$ cat config.mk
export PLATFORM = sky130hd
export DESIGN_NAME = count_ctrl_flat
export DESIGN_NICKNAME = d
export VERILOG_FILES = /design/src/rtl/count_ctrl_if.sv /design/src/rtl/count_ctrl.sv /design/src/flat_wrapper.sv
export SDC_FILE = /design/constraint.sdc
export NUM_CORES = 1
export LEC_CHECK = 0
export CORE_MARGIN = 1.5
export CORE_UTILIZATION = 52
export CTS_CLUSTER_SIZE = 16
export DETAILED_ROUTE_END_ITERATION = 8
export HOLD_SLACK_MARGIN = 0.08
export MAX_ROUTING_LAYER = met4
export PLACE_DENSITY_LB_ADDON = 0.08
export SLEW_MARGIN = 15
export SYNTH_ARGS = -nofsm -noshare
export SYNTH_HDL_FRONTEND = slang
export SYNTH_SLANG_ARGS = --single-unit
$ cat constraint.sdc
create_clock -name clk -period 2.3 [get_ports clk]
set_input_delay 0.345 -clock clk [delete_from_list [all_inputs] [get_ports clk]]
set_output_delay 0.345 -clock clk [all_outputs]
set_load 0.1 [all_outputs]
$ cat src/rtl/count_ctrl_if.sv
// Button/switch inputs and counter-facing strobes of the BCD counter sequencer.
// The bench drives through master; the sequencer attaches through slave.
interface count_ctrl_if;
  logic        btn_start;
  logic        btn_load;
  logic [1:0]  mode;
  logic [15:0] count_value;
  logic        enable;
  logic        load_preset;
  logic        addsub;
  logic [1:0]  mode_out;
  logic        done;
  logic [2:0]  state;

  modport master (
    output btn_start, btn_load, mode, count_value,
    input  enable, load_preset, addsub, mode_out, done, state
  );

  modport slave (
    input  btn_start, btn_load, mode, count_value,
    output enable, load_preset, addsub, mode_out, done, state
  );
endinterface

$ cat src/rtl/count_ctrl.sv
// Sequencer for a 4-digit BCD up/down counter: button synchronisation, load/run/pause
// control, tick pacing and terminal-count stop.

// One raw button -> one clk-wide pulse on each synchronised rising edge.
module count_ctrl_btn_sync (
  input  logic clk,
  input  logic rst_n,
  input  logic btn_i,
  output logic pulse_o
);
  // [0],[1] metastability chain, [2] previous synced level for edge detect
  logic [2:0] sh_q;

  always_ff @(posedge clk or negedge rst_n) begin
    if (!rst_n) sh_q <= '0;
    else        sh_q <= {sh_q[1:0], btn_i};
  end

  assign pulse_o = sh_q[1] & ~sh_q[2];
endmodule

module count_ctrl #(
  parameter int TICK_DIV = 100000,
  parameter int HOLD     = 4
) (
  input  logic         clk,
  input  logic         reset,
  count_ctrl_if.slave  bus
);
  localparam int NBTN = 2;
  localparam int TW   = $clog2(TICK_DIV);
  localparam int HW   = $clog2(HOLD + 1);
  localparam logic [TW-1:0] TICK_LAST = TW'(TICK_DIV - 1);
  localparam logic [HW-1:0] HOLD_LAST = HW'(HOLD - 1);

  typedef enum logic [2:0] {
    S_IDLE  = 3'd0,
    S_LOAD  = 3'd1,
    S_RUN   = 3'd2,
    S_PAUSE = 3'd3,
    S_DONE  = 3'd4
  } state_t;

  logic [NBTN-1:0] btn_raw, btn_pls;
  logic            start_p, load_p;

  assign btn_raw = {bus.btn_load, bus.btn_start};

  for (genvar g = 0; g < NBTN; g++) begin : g_sync
    count_ctrl_btn_sync u_sync (
      .clk     (clk),
      .rst_n   (reset),
      .btn_i   (btn_raw[g]),
      .pulse_o (btn_pls[g])
    );
  end

  assign start_p = btn_pls[0];
  assign load_p  = btn_pls[1];

  state_t          state_q;
  logic [TW-1:0]   tick_q;
  logic [HW-1:0]   hold_q;
  logic            en_q, lp_q, addsub_q, done_q;
  logic [1:0]      mode_out_q;

  logic at_wrap, terminal, go_load;

  assign at_wrap  = (tick_q == TICK_LAST);
  // Only exact BCD end values stop the count; anything else keeps going.
  assign terminal = addsub_q ? (bus.count_value == 16'h9999)
                             : (bus.count_value == 16'h0000);
  // Load is honoured everywhere except while a load is already in flight.
  assign go_load  = load_p && (state_q != S_LOAD);

  always_ff @(posedge clk or negedge reset) begin
    if (!reset) begin
      state_q    <= S_IDLE;
      tick_q     <= '0;
      hold_q     <= '0;
      en_q       <= 1'b0;
      lp_q       <= 1'b0;
      addsub_q   <= 1'b1;
      done_q     <= 1'b0;
      mode_out_q <= 2'b00;
    end else begin
      // An enable strobe finishes its hold even after RUN->PAUSE.
      if (en_q) begin
        if (hold_q == '0) en_q   <= 1'b0;
        else              hold_q <= hold_q - HW'(1);
      end

      if (go_load) begin
        state_q    <= S_LOAD;
        lp_q       <= 1'b1;
        en_q       <= 1'b0;
        hold_q     <= HOLD_LAST;
        tick_q     <= '0;
        done_q     <= 1'b0;
        mode_out_q <= bus.mode;
        addsub_q   <= ~bus.mode[1];
      end else begin
        case (state_q)
          S_IDLE: ;
          S_LOAD: begin
            if (hold_q == '0) begin
              lp_q    <= 1'b0;
              state_q <= S_PAUSE;
            end else begin
              hold_q <= hold_q - HW'(1);
            end
          end
          S_PAUSE: begin
            if (start_p) state_q <= S_RUN;
          end
          S_RUN: begin
            if (start_p) begin
              state_q <= S_PAUSE;
            end else if (at_wrap) begin
              tick_q <= '0;
              if (terminal) begin
                state_q <= S_DONE;
                done_q  <= 1'b1;
                en_q    <= 1'b0;
              end else begin
                en_q   <= 1'b1;
                hold_q <= HOLD_LAST;
              end
            end else begin
              tick_q <= tick_q + TW'(1);
            end
          end
          S_DONE: en_q <= 1'b0;
          default: begin
            state_q <= S_IDLE;
            en_q    <= 1'b0;
            lp_q    <= 1'b0;
            done_q  <= 1'b0;
            tick_q  <= '0;
          end
        endcase
      end
    end
  end

  assign bus.enable      = en_q;
  assign bus.load_preset = lp_q;
  assign bus.addsub      = addsub_q;
  assign bus.mode_out    = mode_out_q;
  assign bus.done        = done_q;
  assign bus.state       = state_q;
endmodule

$ cat src/flat_wrapper.sv
// flat-port wrapper written by rule: the top's interface ports become plain ports
module count_ctrl_flat 
#(
  parameter int TICK_DIV = 100000,
  parameter int HOLD     = 4
)
  (clk, reset, bus_btn_start, bus_btn_load, bus_mode, bus_count_value, bus_enable, bus_load_preset, bus_addsub, bus_mode_out, bus_done, bus_state);
  count_ctrl_if bus_i ();
  input  logic clk;
  input  logic reset;
  input wire logic [$bits(bus_i.btn_start)-1:0] bus_btn_start;
  input wire logic [$bits(bus_i.btn_load)-1:0] bus_btn_load;
  input wire logic [$bits(bus_i.mode)-1:0] bus_mode;
  input wire logic [$bits(bus_i.count_value)-1:0] bus_count_value;
  output wire logic [$bits(bus_i.enable)-1:0] bus_enable;
  output wire logic [$bits(bus_i.load_preset)-1:0] bus_load_preset;
  output wire logic [$bits(bus_i.addsub)-1:0] bus_addsub;
  output wire logic [$bits(bus_i.mode_out)-1:0] bus_mode_out;
  output wire logic [$bits(bus_i.done)-1:0] bus_done;
  output wire logic [$bits(bus_i.state)-1:0] bus_state;
  assign bus_i.btn_start = bus_btn_start;
  assign bus_i.btn_load = bus_btn_load;
  assign bus_i.mode = bus_mode;
  assign bus_i.count_value = bus_count_value;
  assign bus_enable = bus_i.enable;
  assign bus_load_preset = bus_i.load_preset;
  assign bus_addsub = bus_i.addsub;
  assign bus_mode_out = bus_i.mode_out;
  assign bus_done = bus_i.done;
  assign bus_state = bus_i.state;
  count_ctrl #(.TICK_DIV(TICK_DIV), .HOLD(HOLD)) u_core (.clk(clk), .reset(reset), .bus(bus_i));
endmodule
==> out/results.ini <==
[status]
status=finished clean

[logic_synthesis]
synth-edff-count=0
syn_area_sq_um=1980
yosys.area.top_type_share_pct=43.1
synthMostInstantiatedCell=dfrtp_1
ys_types=49
ys_seq_area_share_pct=44.4
synthFlopType=dfrtp_1
synth_area_leaders=dfrtp_1 (43%), o21ai_0 (4.8%), nand2_1 (3.6%), a21oi_1 (3.5%), or3_1 (3.2%)
synthCells=216
avgSynthCellArea_sq_um=9.15
async_flop_share_pct=100
synth_nets=241
yosysWarnings=0
synthTopCellsByCount=dfrtp_1 (34), nand2_1 (19), o21ai_0 (19), a21oi_1 (14), nor2_1 (14)
synth_top_cell_by_area=dfrtp_1
ys_seq_elements=35

[layout]
final-seq-area_sq_um=880
antennaDiodeCount=0
final_nets=275
drive_gt1_share_pct=15.9
multiInputGateArea_sq_um=1010
area_growth_pct=22.2
fillers=316
instances_no_fill=299

[global_route]
grt_usage_pct=25.5
grt_pass1_wl_um=8050
grt_overflow=0
antenna_found_initial=0
grt_start_max_net_pins=36
grt_pass1_vias=1739

[power_and_ir_drop]
peakVddDrop_v=0.000920
powerDensity_nw_per_um2=997
p_leak_uw=0.000956

[floorplanning]
start_util_pct=54.0
die_w_um=64.6
die_height_um=64.6
core_sq_um=3660
row_count=22
io_pins=31
fp.dieArea_sq_um=4180

[sta]
clock_skew_ns=0.0129
max_freq_mhz=470
drv_slew=0
setup_ws_ns=0.174
final.period_utilization_pct=92.4
setup_viol=0
finalHoldViolCount=0
tns_ns=0
tightest_slew_ns=0.711
grt_setup_unrepaired=no
slew_headroom_pct=52.2
finalCriticalPeriod_ns=2.13

[detailed_routing]
ant_nets=0
routed_wl_um=4640
vias_per_cell=5.93
post-route-drc-count=0
vias=1772
drt_iter0_drc=150
drt_first_pass_iters=4
routedWlPerCell_um=15.5

[placed_design]
dp.cells=291
port_buffers=30
pre_cts_slack_ns=0.154
dp.final_hpwl_um=3420
finalWeightedCongestion=0.859

[cts]
clockBufferDepth=2
cts_root_buffer=clkbuf_8
cts_tree=done
h-tree-depth=2
cts_sinks=35
cts_buffers=5
post_cts_buffers=0
clock_latency_ns=0.29
clk_pin_slew_ns=0.07

[worst_setup_path]
worstPathArrival_ns=2.34
worst_ep_required_time_ns=2.51
worstSetupEndpointType=register
critPathKind=reg -> reg
cp-start-kind=register
crit_path_max_fanout=11

[flow_run]
maxCapViolCount=0

[worst_hold_path]
min_path_type=reg -> reg

## worst max-delay path: stages (launching register included)
cell	delay [ns]
dfrtp_1	0.43
ha_1	0.29
nand4_1	0.24
nor4_4	0.08
or3b_1	0.54
or3_1	0.42
o21ai_2	0.06
## through the flow
stage	hold WS [ns]	area (sq um)	util, %	power [uW]
after floorplan	0.0494	1980	-	1680
after global placement	0.332	2310	63.1	1880
after detailed placement	0.337	2310	63.1	1920
after CTS	0.351	2410	65.8	2410
after global routing	0.368	2410	66.0	2530
final	0.349	2410	66.0	2410
## flip-flops by register name, indices dropped and copies added, names as in the netlist
signal and flops:
u_core.tick_q 17, u_core.g_sync.u_sync.sh_q 6, u_core.bus.state 3, u_core.hold_q 3, u_core.bus.mode_out 2, u_core.bus.addsub 1
u_core.bus.done 1, u_core.bus.enable 1, u_core.bus.load_preset 1
## layout make-up
cell class                      count  area share [%]
Multi-Input combinational cell    162            42.0
Sequential cell                    35            36.4
Timing Repair Buffer               36            13.4
Clock buffer                        8            4.15
Tap cell                           48            2.49
Inverter                           10            1.55
## routing by layer
| metal | vias up | routed length, um | track usage (%) |
|---|---|---|---|
| li1 | 863 | - | - |
| met1 | 858 | 2060 | 32.0 |
| met2 | 44 | 2330 | 41.9 |
| met3 | 7 | 199 | 4.17 |
| met4 | 0 | 59 | 9.57 |
| met5 | - | 0 | - |
## what timing repair did
action	in CTS	in global routing
hold buffers	0	0
endpoints found under the setup margin	0	1
resized for setup	0	1
## report_power, final
group,switching (uW),internal [uW]
registers,111,720
clock network,219,273
logic,741,343
## kinds of logic (layout without fill, tap and decap cells)
group,count (synthesis),after routing,share of synthesized area (%)
simple gates,97,97,27.7
compound gates,56,56,18.1
flops,35,35,44.4
buf+inv,19,54,4.88
mux,4,4,2.15
fa+ha+maj,3,3,1.90
xor+xnor,2,2,0.887
## placed cells by master, fill, tap and decap left out, types with 2 or more instances in the layout
cell             instances
inv_1                   10
or2_2                    2
nand2b_1                 4
or4_1                    2
dfrtp_2                  2
o41ai_1                  2
and3_1                   2
dfrtp_1                 32
nand3_1                  8
nor2_1                  14
a21oi_1                 14
a21o_1                   2
o21ai_2                  3
ha_1                     3
o31ai_1                  4
o311a_1                  2
buf_4                   15
or3_1                   10
a211oi_1                 2
clkdlybuf4s50_1         21
nand4_1                  5
nor2b_1                  2
or3_2                    2
nand2_1                 19
clkbuf_8                 7
mux2_2                   2
nor4_1                   6
mux2i_1                  2
o21ai_0                 19
nor3_1                  11
## final timing paths
path                                                            from                                        end  slack, ns  cells after the start
setup / recovery                        u_core.tick_q[0]$_DFFE_PN0P_              u_core.tick_q[16]$_DFFE_PN0P_       0.17                      6
hold reg to reg            u_core.g_sync[0].u_sync.sh_q[0]$_DFF_PN0_  u_core.g_sync[0].u_sync.sh_q[1]$_DFF_PN0_       0.35                      0
hold / removal             u_core.g_sync[0].u_sync.sh_q[0]$_DFF_PN0_  u_core.g_sync[0].u_sync.sh_q[1]$_DFF_PN0_       0.35                      0
min in group asynchronous                                      reset         u_core.bus.load_preset$_DFFE_PN0P_       0.46                      2
setup reg to reg                        u_core.tick_q[0]$_DFFE_PN0P_              u_core.tick_q[16]$_DFFE_PN0P_       0.17                      6
max in group asynchronous                                      reset              u_core.bus.addsub$_DFFE_PN1P_       1.48                      2
(Power assumes the default switching activity.)
